`config.mk`:
```
export PLATFORM = sky130hd
export DESIGN_NAME = alu_arbiter_flat
export DESIGN_NICKNAME = d
export VERILOG_FILES = /design/src/rtl/alu_arbiter_pkg.sv /design/src/rtl/riscv_defines.sv /design/src/rtl/alu_arbiter_if.sv /design/src/rtl/alu.sv /design/src/rtl/alu_arbiter_rr_arbiter.sv /design/src/rtl/alu_arbiter.sv /design/src/flat_wrapper.sv
export SDC_FILE = /design/constraint.sdc
export NUM_CORES = 1
export LEC_CHECK = 0
export BUFFER_PORTS_ARGS = -buffer_cell sky130_fd_sc_hd__buf_2
export CAP_MARGIN = 10
export CORE_MARGIN = 2
export CORE_UTILIZATION = 50
export DETAILED_ROUTE_END_ITERATION = 7
export PLACE_DENSITY = 0.79
export SLEW_MARGIN = 30
export SYNTH_ARGS = -nofsm -noshare
export SYNTH_HDL_FRONTEND = slang
export SYNTH_SLANG_ARGS = --single-unit
```
`constraint.sdc`:
```
create_clock -name clk -period 4.8 [get_ports clk]
set_input_delay 0.96 -clock clk [delete_from_list [all_inputs] [get_ports clk]]
set_output_delay 0.96 -clock clk [all_outputs]
set_load 0.005 [all_outputs]
```
`src/rtl/alu_arbiter_pkg.sv`:
```
// rtl/alu_arbiter_pkg.sv - sizing helpers for the shared-ALU arbiter
package alu_arbiter_pkg;

    localparam int N_REQ_MAX = 8;

    // Requester ID tag width: ceil(log2(n)), never narrower than one bit.
    function automatic int id_width(input int n);
        return (n > 2) ? $clog2(n) : 1;
    endfunction

endpackage

```
`src/rtl/riscv_defines.sv`:
```
// rtl/riscv_defines.sv - shared RISC-V word width, ALU operator codes and operator-support helper
package riscv_defines;

    localparam int WORD_WIDTH   = 32;
    localparam int ALU_OP_WIDTH = 7;

    localparam logic [ALU_OP_WIDTH-1:0] ALU_ADD  = 7'b0011000;
    localparam logic [ALU_OP_WIDTH-1:0] ALU_SUB  = 7'b0011001;
    localparam logic [ALU_OP_WIDTH-1:0] ALU_XOR  = 7'b0101111;
    localparam logic [ALU_OP_WIDTH-1:0] ALU_OR   = 7'b0101110;
    localparam logic [ALU_OP_WIDTH-1:0] ALU_AND  = 7'b0010101;
    localparam logic [ALU_OP_WIDTH-1:0] ALU_SRA  = 7'b0100100;
    localparam logic [ALU_OP_WIDTH-1:0] ALU_SRL  = 7'b0100101;
    localparam logic [ALU_OP_WIDTH-1:0] ALU_SLL  = 7'b0100111;
    localparam logic [ALU_OP_WIDTH-1:0] ALU_SLT  = 7'b0000010;
    localparam logic [ALU_OP_WIDTH-1:0] ALU_SLTU = 7'b0000011;

    function automatic logic alu_op_supported(input logic [ALU_OP_WIDTH-1:0] op);
        case (op)
            ALU_ADD, ALU_SUB, ALU_XOR, ALU_OR, ALU_AND,
            ALU_SRA, ALU_SRL, ALU_SLL, ALU_SLT, ALU_SLTU: return 1'b1;
            default: return 1'b0;
        endcase
    endfunction

endpackage

```
`src/rtl/alu_arbiter_if.sv`:
```
// rtl/alu_arbiter_if.sv - request/response bundle between requesters, consumer and the shared-ALU arbiter
interface alu_arbiter_if
    import riscv_defines::*;
    import alu_arbiter_pkg::*;
#(
    parameter int N_REQ = 2,
    parameter int ID_W  = id_width(N_REQ)
);

    logic [N_REQ-1:0]              req_valid_i;
    logic [N_REQ-1:0]              req_ready_o;
    logic [N_REQ*WORD_WIDTH-1:0]   req_operand_a_i;
    logic [N_REQ*WORD_WIDTH-1:0]   req_operand_b_i;
    logic [N_REQ*ALU_OP_WIDTH-1:0] req_operator_i;
    logic                          rsp_valid_o;
    logic                          rsp_ready_i;
    logic [WORD_WIDTH-1:0]         rsp_result_o;
    logic [ID_W-1:0]               rsp_id_o;
    logic                          rsp_err_o;

    modport master (
        output req_valid_i, req_operand_a_i, req_operand_b_i, req_operator_i, rsp_ready_i,
        input  req_ready_o, rsp_valid_o, rsp_result_o, rsp_id_o, rsp_err_o
    );

    modport slave (
        input  req_valid_i, req_operand_a_i, req_operand_b_i, req_operator_i, rsp_ready_i,
        output req_ready_o, rsp_valid_o, rsp_result_o, rsp_id_o, rsp_err_o
    );

endinterface

```
`src/rtl/alu.sv`:
```
// rtl/alu.sv - combinational integer ALU; unsupported operators yield zero
module alu
    import riscv_defines::*;
(
    input  logic [ALU_OP_WIDTH-1:0] operator_i,
    input  logic [WORD_WIDTH-1:0]   operand_a_i,
    input  logic [WORD_WIDTH-1:0]   operand_b_i,
    output logic [WORD_WIDTH-1:0]   result_o
);

    logic [4:0] shamt;
    assign shamt = operand_b_i[4:0];

    always_comb begin
        result_o = '0;
        case (operator_i)
            ALU_ADD:  result_o = operand_a_i + operand_b_i;
            ALU_SUB:  result_o = operand_a_i - operand_b_i;
            ALU_AND:  result_o = operand_a_i & operand_b_i;
            ALU_OR:   result_o = operand_a_i | operand_b_i;
            ALU_XOR:  result_o = operand_a_i ^ operand_b_i;
            ALU_SLL:  result_o = operand_a_i << shamt;
            ALU_SRL:  result_o = operand_a_i >> shamt;
            ALU_SRA:  result_o = $unsigned($signed(operand_a_i) >>> shamt);
            ALU_SLT:  result_o = {{(WORD_WIDTH-1){1'b0}}, $signed(operand_a_i) < $signed(operand_b_i)};
            ALU_SLTU: result_o = {{(WORD_WIDTH-1){1'b0}}, operand_a_i < operand_b_i};
            default:  result_o = '0;
        endcase
    end

endmodule

```
`src/rtl/alu_arbiter_rr_arbiter.sv`:
```
// rtl/alu_arbiter_rr_arbiter.sv - round-robin grant logic (priority encoder with ALU_ARB_FIXED_PRIO_EN)
module alu_rr_arbiter
    import alu_arbiter_pkg::*;
#(
    parameter  int N_REQ = 2,
    localparam int ID_W  = id_width(N_REQ)
) (
    input  logic             clk,
    input  logic             rst,
    input  logic [N_REQ-1:0] req,
    input  logic             enable,
    input  logic             advance,
    output logic [N_REQ-1:0] gnt,
    output logic [ID_W-1:0]  gnt_idx
);

    logic [ID_W-1:0] start;
    logic [ID_W-1:0] cand;
    logic            found;

`ifdef ALU_ARB_FIXED_PRIO_EN
    logic unused_rr;
    assign unused_rr = ^{clk, rst, advance};
    assign start     = '0;
`else
    logic [ID_W-1:0] last_grant;

    // Reset to the top index so requester 0 is searched first.
    always_ff @(posedge clk) begin
        if (rst) begin
            last_grant <= ID_W'(N_REQ - 1);
        end else if (advance) begin
            last_grant <= gnt_idx;
        end
    end

    assign start = (int'(last_grant) == N_REQ - 1) ? '0 : last_grant + ID_W'(1);
`endif

    always_comb begin
        gnt     = '0;
        gnt_idx = '0;
        found   = 1'b0;
        cand    = '0;
        for (int off = 0; off < N_REQ; off++) begin
            cand = ID_W'((int'(start) + off) % N_REQ);
            if (enable && !found && req[cand]) begin
                gnt[cand] = 1'b1;
                gnt_idx   = cand;
                found     = 1'b1;
            end
        end
    end

endmodule

```
`src/rtl/alu_arbiter.sv`:
```
// rtl/alu_arbiter.sv - shares one ALU among N_REQ requesters with a tagged one-slot response register
// Optional: ALU_ARB_FIXED_PRIO_EN selects fixed lowest-index priority instead of round-robin.
module alu_arbiter
    import riscv_defines::*;
    import alu_arbiter_pkg::*;
#(
    parameter int N_REQ = 2
) (
    input  logic         clk,
    input  logic         rst,
    alu_arbiter_if.slave bus
);

    localparam int ID_W = id_width(N_REQ);

    logic [N_REQ-1:0]        gnt;
    logic [ID_W-1:0]         gnt_idx;
    logic                    can_accept;
    logic                    enable;
    logic                    fire;
    logic [WORD_WIDTH-1:0]   sel_a;
    logic [WORD_WIDTH-1:0]   sel_b;
    logic [ALU_OP_WIDTH-1:0] sel_op;
    logic [WORD_WIDTH-1:0]   alu_result;

    logic                    rsp_valid_q;
    logic [WORD_WIDTH-1:0]   rsp_result_q;
    logic [ID_W-1:0]         rsp_id_q;
    logic                    rsp_err_q;

    // Capacity only depends on the response register and rsp_ready_i, never on req_valid_i.
    assign can_accept = !rsp_valid_q || bus.rsp_ready_i;
    assign enable     = can_accept && !rst;
    assign fire       = |gnt;

    alu_rr_arbiter #(.N_REQ(N_REQ)) u_arb (
        .clk     (clk),
        .rst     (rst),
        .req     (bus.req_valid_i),
        .enable  (enable),
        .advance (fire),
        .gnt     (gnt),
        .gnt_idx (gnt_idx)
    );

    always_comb begin
        sel_a  = '0;
        sel_b  = '0;
        sel_op = '0;
        for (int k = 0; k < N_REQ; k++) begin
            if (gnt[k]) begin
                sel_a  = bus.req_operand_a_i[k*WORD_WIDTH +: WORD_WIDTH];
                sel_b  = bus.req_operand_b_i[k*WORD_WIDTH +: WORD_WIDTH];
                sel_op = bus.req_operator_i[k*ALU_OP_WIDTH +: ALU_OP_WIDTH];
            end
        end
    end

    alu u_alu (
        .operator_i  (sel_op),
        .operand_a_i (sel_a),
        .operand_b_i (sel_b),
        .result_o    (alu_result)
    );

    // A new accept in the retire cycle overwrites the slot, keeping rsp_valid high.
    always_ff @(posedge clk) begin
        if (rst) begin
            rsp_valid_q  <= 1'b0;
            rsp_result_q <= '0;
            rsp_id_q     <= '0;
            rsp_err_q    <= 1'b0;
        end else if (fire) begin
            rsp_valid_q  <= 1'b1;
            rsp_result_q <= alu_result;
            rsp_id_q     <= gnt_idx;
            rsp_err_q    <= !alu_op_supported(sel_op);
        end else if (bus.rsp_ready_i) begin
            rsp_valid_q  <= 1'b0;
        end
    end

    assign bus.req_ready_o  = gnt;
    assign bus.rsp_valid_o  = rsp_valid_q;
    assign bus.rsp_result_o = rsp_result_q;
    assign bus.rsp_id_o     = rsp_id_q;
    assign bus.rsp_err_o    = rsp_err_q;

endmodule

```
`src/flat_wrapper.sv`:
```
// flat-port wrapper written by rule: the top's interface ports become plain ports
module alu_arbiter_flat import riscv_defines::*; import alu_arbiter_pkg::*;
#(
    parameter int N_REQ = 2
)
  (clk, rst, bus_req_valid_i, bus_req_operand_a_i, bus_req_operand_b_i, bus_req_operator_i, bus_rsp_ready_i, bus_req_ready_o, bus_rsp_valid_o, bus_rsp_result_o, bus_rsp_id_o, bus_rsp_err_o);
  alu_arbiter_if #(.N_REQ(N_REQ)) bus_i ();
  input  logic clk;
  input  logic rst;
  input wire logic [$bits(bus_i.req_valid_i)-1:0] bus_req_valid_i;
  input wire logic [$bits(bus_i.req_operand_a_i)-1:0] bus_req_operand_a_i;
  input wire logic [$bits(bus_i.req_operand_b_i)-1:0] bus_req_operand_b_i;
  input wire logic [$bits(bus_i.req_operator_i)-1:0] bus_req_operator_i;
  input wire logic [$bits(bus_i.rsp_ready_i)-1:0] bus_rsp_ready_i;
  output wire logic [$bits(bus_i.req_ready_o)-1:0] bus_req_ready_o;
  output wire logic [$bits(bus_i.rsp_valid_o)-1:0] bus_rsp_valid_o;
  output wire logic [$bits(bus_i.rsp_result_o)-1:0] bus_rsp_result_o;
  output wire logic [$bits(bus_i.rsp_id_o)-1:0] bus_rsp_id_o;
  output wire logic [$bits(bus_i.rsp_err_o)-1:0] bus_rsp_err_o;
  assign bus_i.req_valid_i = bus_req_valid_i;
  assign bus_i.req_operand_a_i = bus_req_operand_a_i;
  assign bus_i.req_operand_b_i = bus_req_operand_b_i;
  assign bus_i.req_operator_i = bus_req_operator_i;
  assign bus_i.rsp_ready_i = bus_rsp_ready_i;
  assign bus_req_ready_o = bus_i.req_ready_o;
  assign bus_rsp_valid_o = bus_i.rsp_valid_o;
  assign bus_rsp_result_o = bus_i.rsp_result_o;
  assign bus_rsp_id_o = bus_i.rsp_id_o;
  assign bus_rsp_err_o = bus_i.rsp_err_o;
  alu_arbiter #(.N_REQ(N_REQ)) u_core (.clk(clk), .rst(rst), .bus(bus_i));
endmodule
```
Yosys cells after proc, flatten, opt, wreduce, memory -nomap -nowiden
Cells that the tools add are included.
{"block": "op_classes", "n_addsub": 4, "n_mul": 0, "n_div": 0, "magnitude_cmp": 6, "eq_ne": 10, "shifts": 3, "n_mux": 26, "bitwise": 4, "n_reduce_logical": 14}
{"op": "32-bit case mux with 10 select lines", "count": 1}
{"op": "32-bit 2-to-1 mux", "count": 4}
{"op": "32-bit < comparator", "count": 2}
{"op": "7-bit by 6-bit equality test with 1-bit output (second input constant)", "count": 5}
{"op": "32-bit adder", "count": 1}
{"op": "32-bit bitwise AND", "count": 1}
{"op": "32-bit OR", "count": 1}
{"op": "32-bit by 5-bit << shifter with 32-bit output", "count": 1}
{"op": "32-bit by 5-bit right shift with 32-bit output", "count": 1}
{"op": "32-bit by 5-bit >>> shifter with 32-bit output", "count": 1}
{"op": "32-bit subtractor", "count": 1}
{"op": "32-bit bitwise XOR", "count": 1}
{"op": "7-bit by 5-bit equality test with 1-bit output (second input constant)", "count": 3}
{"op": "1-bit 2-to-1 mux", "count": 15}
{"op": "7-bit by 2-bit equality test with 1-bit output (second input constant)", "count": 2}
{"op": "7-bit 2-to-1 mux", "count": 2}
{"op": "10-bit OR reduction", "count": 1}
{"op": "1-bit logical AND", "count": 6}
{"op": "1-bit logical NOT", "count": 4}
{"op": "1-bit by 2-bit < comparator with 1-bit output (second input constant)", "count": 2}
{"op": "2-bit 2-to-1 mux", "count": 2}
{"op": "1-bit adder (second input constant)", "count": 2}
{"op": "1-bit demux with 1-bit select", "count": 2}
{"op": "1-bit >= comparator (second input constant)", "count": 2}
{"op": "4 further kinds", "count": 4}
{"block": "totals", "register_bits": 36, "latch_bits": 0, "mem_bits_rw": 0, "mem_bits_ro": 0, "out_inout_bits": 37, "n_memories": 0}

Logic depth before layout (Yosys ltp)
Gate-level depths: netlist of run 1.
{"block": "depth", "word_depth": 18, "depth_mapped": 20}

Modules after synthesis
From an unflattened synthesis of run 1, not the netlist that was laid out.
{"block": "unflattened", "hier_cells": 1549, "hier_area_um2": 10633.9}
{"mod": "alu", "n_inst": 1, "cells_per_inst": 1273, "area_per_inst_um2": 8521.9, "seq_area_each_um2": 0.0}
{"mod": "alu_arbiter", "n_inst": 1, "cells_per_inst": 266, "area_per_inst_um2": 2035.7, "seq_area_each_um2": 700.7}
{"mod": "alu_rr_arbiter", "n_inst": 1, "cells_per_inst": 10, "area_per_inst_um2": 76.3, "seq_area_each_um2": 20.0}

Worst setup path after synthesis of run 1
No wires, ideal clock.
{"block": "synth_timing", "kind": "input-to-reg", "from": "input port bus_rsp_ready_i", "to": "register u_core.rsp_result_q[28] (netlist: u_core.bus.rsp_result_o[28])", "setup_time_ns": 0.074, "t_arrival_ns": 5.097, "required_ns": 4.726, "setup_slack_ns": -0.372, "path_stages": 19, "path_buffers": 5, "path_cell_list": "nand2b_1 > buf_4 > nand4_2 > inv_2 > buf_4 > a22oi_1 > clkbuf_1 > clkbuf_1 > ha_1 > clkbuf_1 > nor2_1 > o21ai_1 > a31oi_1 > a31oi_1 > o31a_1 > o311a_1 > o31ai_1 > mux2_2 > a31oi_1"}
{"block": "synth_via", "elab_chain_cells": 12, "elab_cells_between_ends": 36, "classes_between": "2 x add/sub; 10 x eq/ne; 3 x shift; 10 x mux; 4 x bitwise; 7 x reduce/logical"}
{"element": "start: declaration", "line": "flat_wrapper.sv:14", "source": "input wire logic [$bits(bus_i.rsp_ready_i)-1:0] bus_rsp_ready_i;"}
{"element": "1-bit logical OR *", "line": "alu_arbiter.sv:32", "source": "assign can_accept = !rsp_valid_q || bus.rsp_ready_i;"}
{"element": "1-bit logical AND *", "line": "alu_arbiter.sv:33", "source": "assign enable = can_accept && !rst;"}
{"element": "1-bit logical AND", "line": "alu_arbiter_rr_arbiter.sv:47", "source": "if (enable && !found && req[cand]) begin"}
{"element": "1-bit 2-to-1 mux", "line": "alu_arbiter_rr_arbiter.sv:47"}
{"element": "1-bit logical NOT", "line": "alu_arbiter_rr_arbiter.sv:47"}
{"element": "1-bit logical AND (2 in a row)", "line": "alu_arbiter_rr_arbiter.sv:47"}
{"element": "2-bit 2-to-1 mux *", "line": "alu_arbiter_rr_arbiter.sv:47"}
{"element": "32-bit 2-to-1 mux or 7-bit 2-to-1 mux (tied branches) (2 in a row)", "line": "alu_arbiter.sv:51", "source": "if (gnt[k]) begin"}
{"element": "32-bit subtractor (tied with other cells)", "line": "alu.sv:18", "source": "ALU_SUB: result_o = operand_a_i - operand_b_i;"}
{"element": "32-bit case mux with 10 select lines", "line": "alu.sv:16", "source": "case (operator_i)"}
{"element": "end signal: assignment", "line": "alu_arbiter.sv:75", "source": "rsp_result_q <= alu_result;"}
{"element": "end: declaration", "line": "alu_arbiter.sv:27", "source": "logic [WORD_WIDTH-1:0] rsp_result_q;"}
Mark *: on every way between the ends. The rest lies on a longest branch, timed or not.
A chain may end at the register's enable or synchronous reset.

Worst setup path in the final report of run 1
{"block": "layout_timing", "from": "input port bus_req_valid_i[1]", "to": "register u_core.rsp_result_q[27] (netlist: u_core.bus.rsp_result_o[27])"}
{"block": "layout_via", "elab_chain_cells": 12, "elab_cells_between_ends": 38, "classes_between": "2 x add/sub; 10 x eq/ne; 3 x shift; 14 x mux; 4 x bitwise; 5 x reduce/logical"}
{"element": "start: declaration", "line": "flat_wrapper.sv:10", "source": "input wire logic [$bits(bus_i.req_valid_i)-1:0] bus_req_valid_i;"}
{"element": "1-bit 2-to-1 mux (implied by the code) (2 in a row)", "line": "alu_arbiter_rr_arbiter.sv:47"}
{"element": "1-bit logical AND", "line": "alu_arbiter_rr_arbiter.sv:47"}
{"element": "1-bit 2-to-1 mux", "line": "alu_arbiter_rr_arbiter.sv:47"}
{"element": "1-bit logical NOT", "line": "alu_arbiter_rr_arbiter.sv:47"}
{"element": "1-bit logical AND (2 in a row)", "line": "alu_arbiter_rr_arbiter.sv:47"}
{"element": "2-bit 2-to-1 mux *", "line": "alu_arbiter_rr_arbiter.sv:47"}
{"element": "32-bit 2-to-1 mux or 7-bit 2-to-1 mux (tied branches) (2 in a row)", "line": "alu_arbiter.sv:51"}
{"element": "32-bit subtractor (tied with other cells)", "line": "alu.sv:18"}
{"element": "32-bit case mux with 10 select lines", "line": "alu.sv:16"}
Mark *: on every way between the ends. The rest lies on a longest branch, timed or not. The select of a mux whose other input is x is not followed.

==> results of run 1 <==
## logic make-up after synthesis
group,after synthesis
multiplexers,99
flip-flops,36
buffers and inverters,245
AO/OA/AOI/OAI,672
AND/OR/NAND/NOR,477
adder cells (fa/ha/maj),100
XOR/XNOR,18
## metrics by stage
stage / util [%] / setup slack, ns / area (um^2)
final: 63.6 / 0.0811 / 14500
after global routing: 63.6 / -0.0527 / 14400
after global placement: 62.6 / -0.0972 / 14200
after floorplan: - / -0.0541 / 11600
after CTS: 63.2 / 0.00454 / 14400
after detailed placement: 62.6 / -0.276 / 14200
## timing repair
| action | CTS | global route |
|---|---|---|
| resized for setup | 0 | 22 |
| buffers inserted | 0 | 0 |
| hold buffers | 0 | 0 |
| setup endpoints to repair | 0 | 9 |
## layout by cell type (no fill, tap or decap), types with 13 or more instances in the layout
master and n:
a211oi_1 53, nor4_1 17, o22ai_1 13, or4_1 13, o21a_1 14, and2_1 13, nand2b_1 16, nand4_1 16
ha_1 97, dfxtp_1 36, mux2_2 13, a21o_1 21, xnor2_1 14, o211ai_1 52, o21ai_0 94, and4_1 14
a31oi_1 36, buf_2 183, o21ai_1 13, o31ai_1 13, nor3_1 44, buf_4 253, a22o_1 33, nor2_1 110
a21oi_1 117, a22oi_1 31, a211o_1 14, nand3_1 43, inv_1 83, nand2_1 127, mux2i_1 76
## area by class of cell
cell class                 instances  share of cell area (%)
antenna                            2                  0.0346
clock buffer                       6                   0.892
clock inverter                     2                   0.113
inverter                          94                    2.48
multi-input combinational       1366                    68.7
sequential                        36                    4.99
tap                              285                    2.47
timing repair buffer             442                    20.3
## sequential cells by signal, summed over array words and instances, names as in the netlist
register / flops
u_core.u_arb.last_grant: 1
u_core.bus.rsp_id_o: 1
u_core.bus.rsp_valid_o: 1
u_core.bus.rsp_err_o: 1
u_core.bus.rsp_result_o: 32
## cell usage after synthesis, types with 14 or more instances
| master | instances |
|---|---|
| a22o_1 | 33 |
| inv_1 | 85 |
| nand2b_1 | 17 |
| a21o_1 | 21 |
| o211ai_1 | 52 |
| xnor2_1 | 14 |
| mux2i_1 | 76 |
| and4_1 | 14 |
| buf_2 | 52 |
| nand2_1 | 127 |
| a211oi_1 | 54 |
| a21oi_1 | 117 |
| nor4_1 | 20 |
| ha_1 | 98 |
| a211o_1 | 14 |
| nand3_1 | 43 |
| nand4_1 | 16 |
| a22oi_1 | 33 |
| nor2_1 | 113 |
| o21a_1 | 14 |
| o21ai_0 | 94 |
| nor3_1 | 46 |
| a31oi_1 | 38 |
| dfxtp_1 | 36 |
| clkbuf_1 | 75 |
| o31ai_1 | 14 |
## final timing paths
| kind | from | to | slack (ns) | depth (start not counted) |
|---|---|---|---|---|
| worst max-delay path | bus_req_valid_i[1] | u_core.bus.rsp_result_o[27] | 0.08 | 16 |
| worst min-delay path | u_core.bus.rsp_id_o | u_core.bus.rsp_id_o | 0.49 | 1 |
| worst max register to register | u_core.u_arb.last_grant | u_core.bus.rsp_result_o[27] | 0.44 | 16 |
| worst min register to register | u_core.bus.rsp_id_o | u_core.bus.rsp_id_o | 0.49 | 1 |
## power groups by stage
stage          clock [mW]  combinational [mW]  sequential (mW)
2_1_floorplan           0               0.999            0.315
3_3_place_gp            0                1.71            0.316
3_5_place_dp            0                1.72            0.316
4_1_cts             0.367                1.73            0.309
5_1_grt             0.375                1.90            0.310
6_report            0.369                1.82            0.310
## routing by layer
metal / up-vias / global-route usage [%]
li1: 6950 / -
met1: 7277 / 60.3
met2: 1214 / 75.4
met3: 316 / 11.4
met4: 2 / 36.7
met5: - / 0
## critical path, stage by stage
cell       delay [ns]
buf_2            0.11
a21bo_2          0.25
nor3_4           0.26
buf_4            0.17
a22o_2           0.28
ha_1             0.29
o21ba_1          0.23
or3_1            0.43
a21oi_1          0.25
o311ai_1         0.13
buf_4            0.18
a2111oi_1        0.43
o22ai_1          0.23
o211ai_1         0.25
mux2_2           0.36
a31oi_1          0.13
==> results.py, run 1 <==
metrics = {
    "timing": {
        "hold_violations": 0,
        "post-route-min-period_ns": 4.72,
        "period_share_pct": 98.3,
        "final_max_slew_viol_count": 0,
        "finalClockSkew_ns": 0.0166,
        "max_freq_mhz": 212,
        "setup_violations": 0,
        "fin_tns_setup_ns": 0,
        "holdWs_ns": 0.487,
        "worstMarginPinSlew_ns": 1.01,
        "rsz0062_at_grt": "yes",
        "maxSlewHeadroom_pct": 30.8,
    },
    "place": {
        "gp_congestion": 1.09,
        "placedCellCount": 2223,
        "hpwlAfterDp_mm": 48.9,
        "portBuffers": 183,
    },
    "power_and_ir_drop": {
        "powerDensity_nw_per_um2": 173,
        "p_leak_nw": 6.38,
        "p_comb_share_pct": 72.8,
        "seqPwrFrac_pct": 12.4,
        "p_sw_mw": 1.29,
        "power_mw": 2.50,
        "clockPowerShare_pct": 14.8,
        "power.internal_mw": 1.20,
        "peakVddDrop_uv": 128,
        "power_switching_share_pct": 51.8,
    },
    "clock_tree": {
        "clock-root-buffer": "clkbuf_16",
        "cts_buffers": 5,
        "cts_tree": "done",
        "clk_latency_ns": 0.31,
        "clk_path_buf_depth": 2,
        "htree_levels": 2,
        "clkSlewWorstSetupHoldPaths_ns": 0.08,
        "clock-sinks": 36,
    },
    "routing": {
        "first_iter_violations": 2207,
        "drc": 0,
        "wl_met1_mm": 23.1,
        "num_vias": 15800,
        "routed-wl-met3_mm": 7.10,
        "vias_per_cell": 7.06,
        "dr_wl_met2_mm": 26.5,
        "drt_first_pass_iters": 7,
        "wl_per_cell_um": 28.0,
        "top_layer": "met5",
        "antenna_left": 0,
        "postRouteWirelength_mm": 62.6,
    },
    "grt": {
        "grt_pass1_wl_mm": 90.0,
        "globalRouteTotalUtil_pct": 49.3,
        "grt_max_degree": 65,
        "grt_pass1_vias": 14600,
        "antenna_found_initial": 3,
        "grt-ovfl-total": 0,
    },
    "synthesis": {
        "synth_top_family_by_area": "compound AO/OA/AOI/OAI gates",
        "synthAdderAreaFrac_pct": 10.9,
        "synth-compound-area-share_pct": 41.7,
        "ys_ff_latch": 36,
        "synth_flop_cell": "dfxtp_1",
        "seq_area_frac_synth_pct": 6.20,
        "synth_xor_area_share_pct": 1.36,
        "yosysWarnings": 0,
        "synthCells": 1647,
        "synth_mux_area_share_pct": 9.50,
        "async_flop_share_pct": 0,
        "synth_top_area_cell": "ha_1",
        "syn_area_um2": 11600,
        "synth_edf_count": 0,
        "synth.distinct_cells": 102,
        "synth_top_area_share_pct": 10.6,
        "synth-simple-area-share_pct": 21.0,
        "avgSynthCellArea_um2": 7.05,
        "syn_nets": 1894,
        "synth.area.top_cells": "ha_1 (11%), mux2i_1 (6.5%), dfxtp_1 (6.2%)",
    },
    "worst_setup_path": {
        "critPathKind": "input port to flip-flop",
        "critPathRequiredTime_ns": 5.03,
        "cp_max_fo": 5,
        "crit_path_end_kind": "flip-flop",
        "critPathLaunchType": "input port",
        "crit_arrival_ns": 4.95,
    },
    "die": {
        "die_h_um": 156,
        "core_area_um2": 22700,
        "io_pins": 184,
        "start_util_pct": 51.2,
        "dieArea_um2": 24500,
        "rows": 55,
        "die_w_um": 156,
    },
    "finish": {
        "drive_gt1_share_pct": 28.4,
        "syn_to_final_growth_pct": 24.4,
        "multiInputGateArea_um2": 9930,
        "fillers": 2153,
        "layout.nets": 2192,
        "instances_no_fill": 2233,
        "regArea_um2": 721,
    },
    "hold_path": {
        "worstHoldPathType": "flip-flop to flip-flop",
    },
    "status": {
        "outcome": "finished, final reports clean",
    },
    "run": {
        "maxCapViolations": 0,
    },
}
Note: power is estimated with default switching activity, not from simulation.
==> inputs of run 2 (changes only) <==
CORE_MARGIN = 4   (was 2)
CTS_BUF_LIST = sky130_fd_sc_hd__clkbuf_2 sky130_fd_sc_hd__clkbuf_4 sky130_fd_sc_hd__clkbuf_8   (was unset)
==> results.py, run 2 (synthesized netlist as in run 1, its figures left out) <==
metrics = {
    "die": {
        "start_util_pct": 51.0,
        "rows": 55,
        "io_pins": 184,
        "die_w_um": 160,
        "core_area_um2": 22800,
        "dieArea_um2": 25700,
        "die_h_um": 160,
    },
    "power_and_ir_drop": {
        "peakVddDrop_uv": 108,
        "p_leak_nw": 6.43,
        "powerDensity_nw_per_um2": 165,
        "power_mw": 2.39,
    },
    "clock_tree": {
        "htree_levels": 2,
        "cts_setup_buffers": 0,
        "clock-root-buffer": "clkbuf_8",
        "holdBufCountCts": 0,
        "cts_tree": "done",
        "clk_path_buf_depth": 2,
        "clkSlewWorstSetupHoldPaths_ns": 0.10,
        "cts_buffers": 5,
        "clock-sinks": 36,
        "clk_latency_ns": 0.33,
    },
    "timing": {
        "setup_violations": 0,
        "post-route-min-period_ns": 4.68,
        "period_share_pct": 97.5,
        "rsz0062_at_grt": "no",
        "finalClockSkew_ns": 0.0165,
        "max_freq_mhz": 214,
        "worstMarginPinSlew_ns": 0.804,
        "maxSlewHeadroom_pct": 46.4,
        "hold_violations": 0,
        "final_max_slew_viol_count": 0,
    },
    "worst_setup_path": {
        "crit_path_end_kind": "flip-flop",
        "critPathKind": "input port to flip-flop",
        "cp_max_fo": 9,
        "critPathLaunchType": "input port",
        "critPathRequiredTime_ns": 5.00,
        "crit_arrival_ns": 4.88,
    },
    "routing": {
        "drc": 0,
        "postRouteWirelength_mm": 61.3,
        "wl_per_cell_um": 27.0,
        "drt_first_pass_iters": 6,
        "antenna_left": 0,
        "num_vias": 15800,
        "vias_per_cell": 6.97,
        "first_iter_violations": 2552,
    },
    "finish": {
        "instances_no_fill": 2273,
        "diodes": 0,
        "final_common_cell": "buf_4",
        "syn_to_final_growth_pct": 25.0,
        "layout.nets": 2206,
        "mostFrequentLayoutCells": "buf_4 (266), buf_2 (183), nand2_1 (127)",
        "final_area_um2": 14500,
        "drive_gt1_share_pct": 28.4,
        "largest_reg_flops": 32,
    },
    "grt": {
        "grt_pass1_vias": 15000,
        "grt_max_degree": 66,
        "antenna_found_initial": 0,
        "grt_pass1_wl_mm": 90.6,
        "grt-ovfl-total": 0,
        "globalRouteTotalUtil_pct": 44.9,
    },
    "place": {
        "hpwlAfterDp_mm": 48.4,
        "portBuffers": 183,
        "gp_congestion": 1.10,
        "placedCellCount": 2265,
        "postPlaceCellArea_um2": 14400,
    },
    "run": {
        "maxCapViolations": 0,
    },
    "hold_path": {
        "worstHoldPathType": "flip-flop to flip-flop",
    },
    "status": {
        "outcome": "finished, final reports clean",
    },
}
-- run 2: cell count changes in the layout (fill, tap and decap cells not counted), sizes merged --
cell,change
buf,+14
diode,-2
-- run 2: area by class of cell --
class	count	area, um^2
repair buffers	456	3050
fillers	2134	8260
clock inverters	2	16.3
multi-input cells	1366	9900
inverters	94	355
clock buffers	6	76.3
well taps	313	392
flip-flops and latches	36	721
-- run 2: layer usage --
layer	GRT usage (%)	wire, um	vias up
li1	-	-	6979
met1	54.9	22600	7346
met2	70.7	26800	1207
met3	8.83	6480	302
met4	31.5	5440	0
met5	0	0	-
-- run 2: through the flow --
stage / utilization, % / TNS [ns] / worst slack, ns / hold WS (ns)
after floorplan: - / -0.0541 / -0.0541 / 0.486
after global placement: 63.1 / -0.899 / -0.183 / 0.540
after detailed placement: 63.1 / -1.68 / -0.245 / 0.549
after CTS: 63.5 / 0 / 0.0763 / 0.573
after global routing: 63.7 / 0 / 0.000770 / 0.592
final: 63.7 / 0 / 0.119 / 0.577
-- run 2: worst paths after layout --
kind | end | slack, ns | cells after the start | start
worst min register to register | u_core.bus.rsp_result_o[10] | 0.58 | 2 | u_core.bus.rsp_result_o[10]
worst max register to register | u_core.bus.rsp_result_o[0] | 0.47 | 18 | u_core.u_arb.last_grant
worst max-delay path | u_core.bus.rsp_result_o[0] | 0.12 | 19 | bus_req_valid_i[0]
worst min-delay path | u_core.bus.rsp_result_o[10] | 0.58 | 2 | u_core.bus.rsp_result_o[10]
-- run 2: where the power goes --
group,internal (mW),switching (mW),leakage [nW]
registers,0.304,0.00552,0.291
clock network,0.110,0.165,0.0448
logic,0.714,1.10,6.10
total,1.13,1.27,6.43
-- run 2: worst max-delay path, stage by stage --
cell and delay, ns:
buf_2 0.13, a21bo_2 0.25, nor3_4 0.21, buf_12 0.17, a22oi_1 0.11, buf_4 0.17
ha_1 0.23, fa_1 0.46, nor2_1 0.16, o31ai_1 0.09, buf_4 0.15, o211ai_1 0.37
a21oi_2 0.17, a31oi_1 0.22, a21oi_1 0.10, buf_4 0.15, nor3_1 0.39, or3_1 0.27
a41oi_1 0.11
-- run 2: repair_timing --
item | 4_1_cts | 5_1_grt
setup endpoints to repair | 0 | 12
gates resized for setup | 0 | 14
endpoints found under the hold margin | 0 | 0
==> inputs of run 3 (changes only) <==
SETUP_SLACK_MARGIN = 0.2   (was unset)
==> results.py, run 3 (synthesized netlist as in run 1, its figures left out) <==
metrics = {
    "clock_tree": {
        "clock-sinks": 36,
        "clock-root-buffer": "clkbuf_8",
        "cts_tree": "done",
        "htree_levels": 2,
        "clkSlewWorstSetupHoldPaths_ns": 0.11,
        "cts_buffers": 5,
        "clk_latency_ns": 0.33,
        "holdBufCountCts": 0,
        "clk_path_buf_depth": 2,
    },
    "place": {
        "placedCellCount": 2246,
        "postPlaceCellArea_um2": 14300,
        "hpwlAfterDp_mm": 49.0,
        "place_worst_setup_slack_ns": -0.184,
        "gp_congestion": 1.17,
        "portBuffers": 183,
    },
    "finish": {
        "syn_to_final_growth_pct": 26.8,
        "fillers": 2120,
        "largest_reg_flops": 32,
        "drive_gt1_share_pct": 29.7,
        "layout.nets": 2198,
        "diodes": 0,
        "mostFrequentLayoutCells": "buf_4 (254), buf_2 (183), nand2_1 (127)",
        "final_common_cell": "buf_4",
        "final_area_um2": 14700,
        "instances_no_fill": 2265,
    },
    "power_and_ir_drop": {
        "power.internal_mw": 1.18,
        "powerDensity_nw_per_um2": 169,
        "peakVddDrop_uv": 137,
        "clockPowerShare_pct": 12.8,
        "p_sw_mw": 1.30,
        "seqPwrFrac_pct": 12.5,
        "power_switching_share_pct": 52.4,
        "p_comb_share_pct": 74.8,
        "power_mw": 2.48,
        "p_leak_nw": 6.41,
    },
    "worst_setup_path": {
        "cpMaxStageDelayCell": "or4_1",
        "cpPeakStageDelay_ns": 0.60,
        "cp_top_family": "simple AND/OR/NAND/NOR gates",
        "crit_arrival_ns": 4.76,
        "reg2reg_to": "u_core.bus.rsp_result_o[27]",
        "crit_path_end_kind": "flip-flop",
        "rr_startpoint": "u_core.u_arb.last_grant",
        "critPathLaunchType": "input port",
        "reg2reg_slack_ns": 0.53,
        "critPathRequiredTime_ns": 4.99,
        "cp_max_fo": 11,
        "crit_chain": "buf_2, nand2b_1, buf_4, buf_4, buf_4, buf_4, nand4_1, nand2_1, ha_1, buf_4, nand2_1, buf_4, nand3_1, o21ai_0, a22oi_1, o2111ai_1, or4_1, o21ba_1, a41oi_1",
        "timing.critical_path.mode_cell": "buf_4",
        "critPathKind": "input port to flip-flop",
        "critical_path_buf_inv_count": 7,
        "reg2reg_depth": 17,
    },
    "timing": {
        "finalClockSkew_ns": 0.0179,
        "hold_violations": 0,
        "holdWs_ns": 0.502,
        "maxSlewHeadroom_pct": 46.7,
        "worst_slack_ns": 0.231,
        "post-route-min-period_ns": 4.57,
        "max_freq_mhz": 219,
        "period_share_pct": 95.2,
        "rsz0062_at_grt": "yes",
        "worstMarginPinSlew_ns": 0.778,
        "final_max_slew_viol_count": 0,
        "setup_violations": 0,
    },
    "hold_path": {
        "hp-start": "u_core.bus.rsp_id_o",
        "holdPathStages": 1,
        "worstHoldPathType": "flip-flop to flip-flop",
        "holdPathEnd": "u_core.bus.rsp_id_o",
    },
    "die": {
        "die_w_um": 160,
        "rows": 55,
        "start_util_pct": 51.0,
        "core_area_um2": 22800,
        "die_h_um": 160,
        "io_pins": 184,
        "dieArea_um2": 25700,
    },
    "grt": {
        "grt_pass1_wl_mm": 90.8,
        "antenna_found_initial": 2,
        "grt-ovfl-total": 0,
        "grt_max_degree": 66,
        "grt_pass1_vias": 15200,
        "globalRouteTotalUtil_pct": 45.1,
    },
    "routing": {
        "num_vias": 16100,
        "vias_per_cell": 7.10,
        "wl_per_cell_um": 27.6,
        "drc": 0,
        "drt_first_pass_iters": 7,
        "postRouteWirelength_mm": 62.4,
        "first_iter_violations": 2558,
        "antenna_left": 0,
    },
    "status": {
        "outcome": "finished, final reports clean",
    },
    "run": {
        "maxCapViolations": 0,
    },
}
## run 3: cell count changes in the layout (fill, tap and decap cells not counted), sizes merged
| cell | change |
|---|---|
| buf | -9 |
| inv | -1 |
| bufinv | +1 |
| clkinvlp | +1 |
## run 3: worst max-delay path by stage
stage	start	endpoint	cells past startpoint
CTS	bus_req_valid_i[0]	u_core.bus.rsp_result_o[28]	18
global placement	bus_req_valid_i[0]	u_core.bus.rsp_result_o[27]	18
global route	bus_req_valid_i[0]	u_core.bus.rsp_result_o[27]	19
detailed placement	bus_req_valid_i[0]	u_core.bus.rsp_result_o[27]	18
floorplan	bus_req_valid_i[1]	u_core.bus.rsp_result_o[27]	17
finish	bus_rsp_ready_i	u_core.bus.rsp_result_o[29]	19
## run 3: repair_timing
item                                    in CTS  in global routing
gates cloned                                 0                  1
pin swaps                                    0                 18
resized for setup                            3                 46
buffers inserted                             0                 10
endpoints found under the setup margin       3                 11
## run 3: cell type report
| cell class | instances | area (um^2) | share of cell area (%) |
|---|---|---|---|
| Clock buffer | 5 | 68.8 | 0.467 |
| Clock inverter | 3 | 42.5 | 0.289 |
| Inverter | 94 | 364 | 2.47 |
| Multi-Input combinational cell | 1366 | 10100 | 68.7 |
| Sequential cell | 36 | 721 | 4.89 |
| Tap cell | 313 | 392 | 2.66 |
| Timing Repair Buffer | 448 | 3020 | 20.5 |
## run 3: power by group through the flow
| stage | clock network (mW) | logic (mW) | registers (mW) |
|---|---|---|---|
| 2_1_floorplan | 0 | 1.03 | 0.315 |
| 3_3_place_gp | 0 | 1.70 | 0.316 |
| 3_5_place_dp | 0 | 1.71 | 0.316 |
| 4_1_cts | 0.308 | 1.72 | 0.309 |
| 5_1_grt | 0.320 | 1.95 | 0.310 |
| 6_report | 0.317 | 1.86 | 0.310 |
## run 3: worst reg2reg max path, stage by stage, from the launching register on
cell       delay (ns)
dfxtp_1          0.52
nand2b_1         0.25
nand4_4          0.14
inv_4            0.26
buf_4            0.18
a22oi_2          0.07
inv_1            0.21
ha_1             0.31
buf_4            0.16
nor4_4           0.34
nand2_1          0.15
a21oi_4          0.20
o311ai_4         0.16
a2111oi_4        0.39
o22ai_2          0.15
o211ai_1         0.23
mux2_2           0.36
a31oi_1          0.12
## run 3: per-layer routing
metal / wire length [um] / vias to the layer above / GRT usage, % / part of all wire (%)
met5: 10 / - / 0 / 0.016
met4: 5650 / 2 / 31.9 / 9.0
met2: 26700 / 1312 / 70.2 / 43
met3: 7660 / 356 / 10.9 / 12
met1: 22400 / 7462 / 54.4 / 36
li1: - / 6941 / - / -
## run 3: per-stage QoR
step                      utilization (%)  TNS (ns)
after floorplan                         -         0
after global placement               62.7    -0.402
after detailed placement             62.7    -0.616
after CTS                            63.3         0
after global routing                 64.7         0
final                                64.7         0
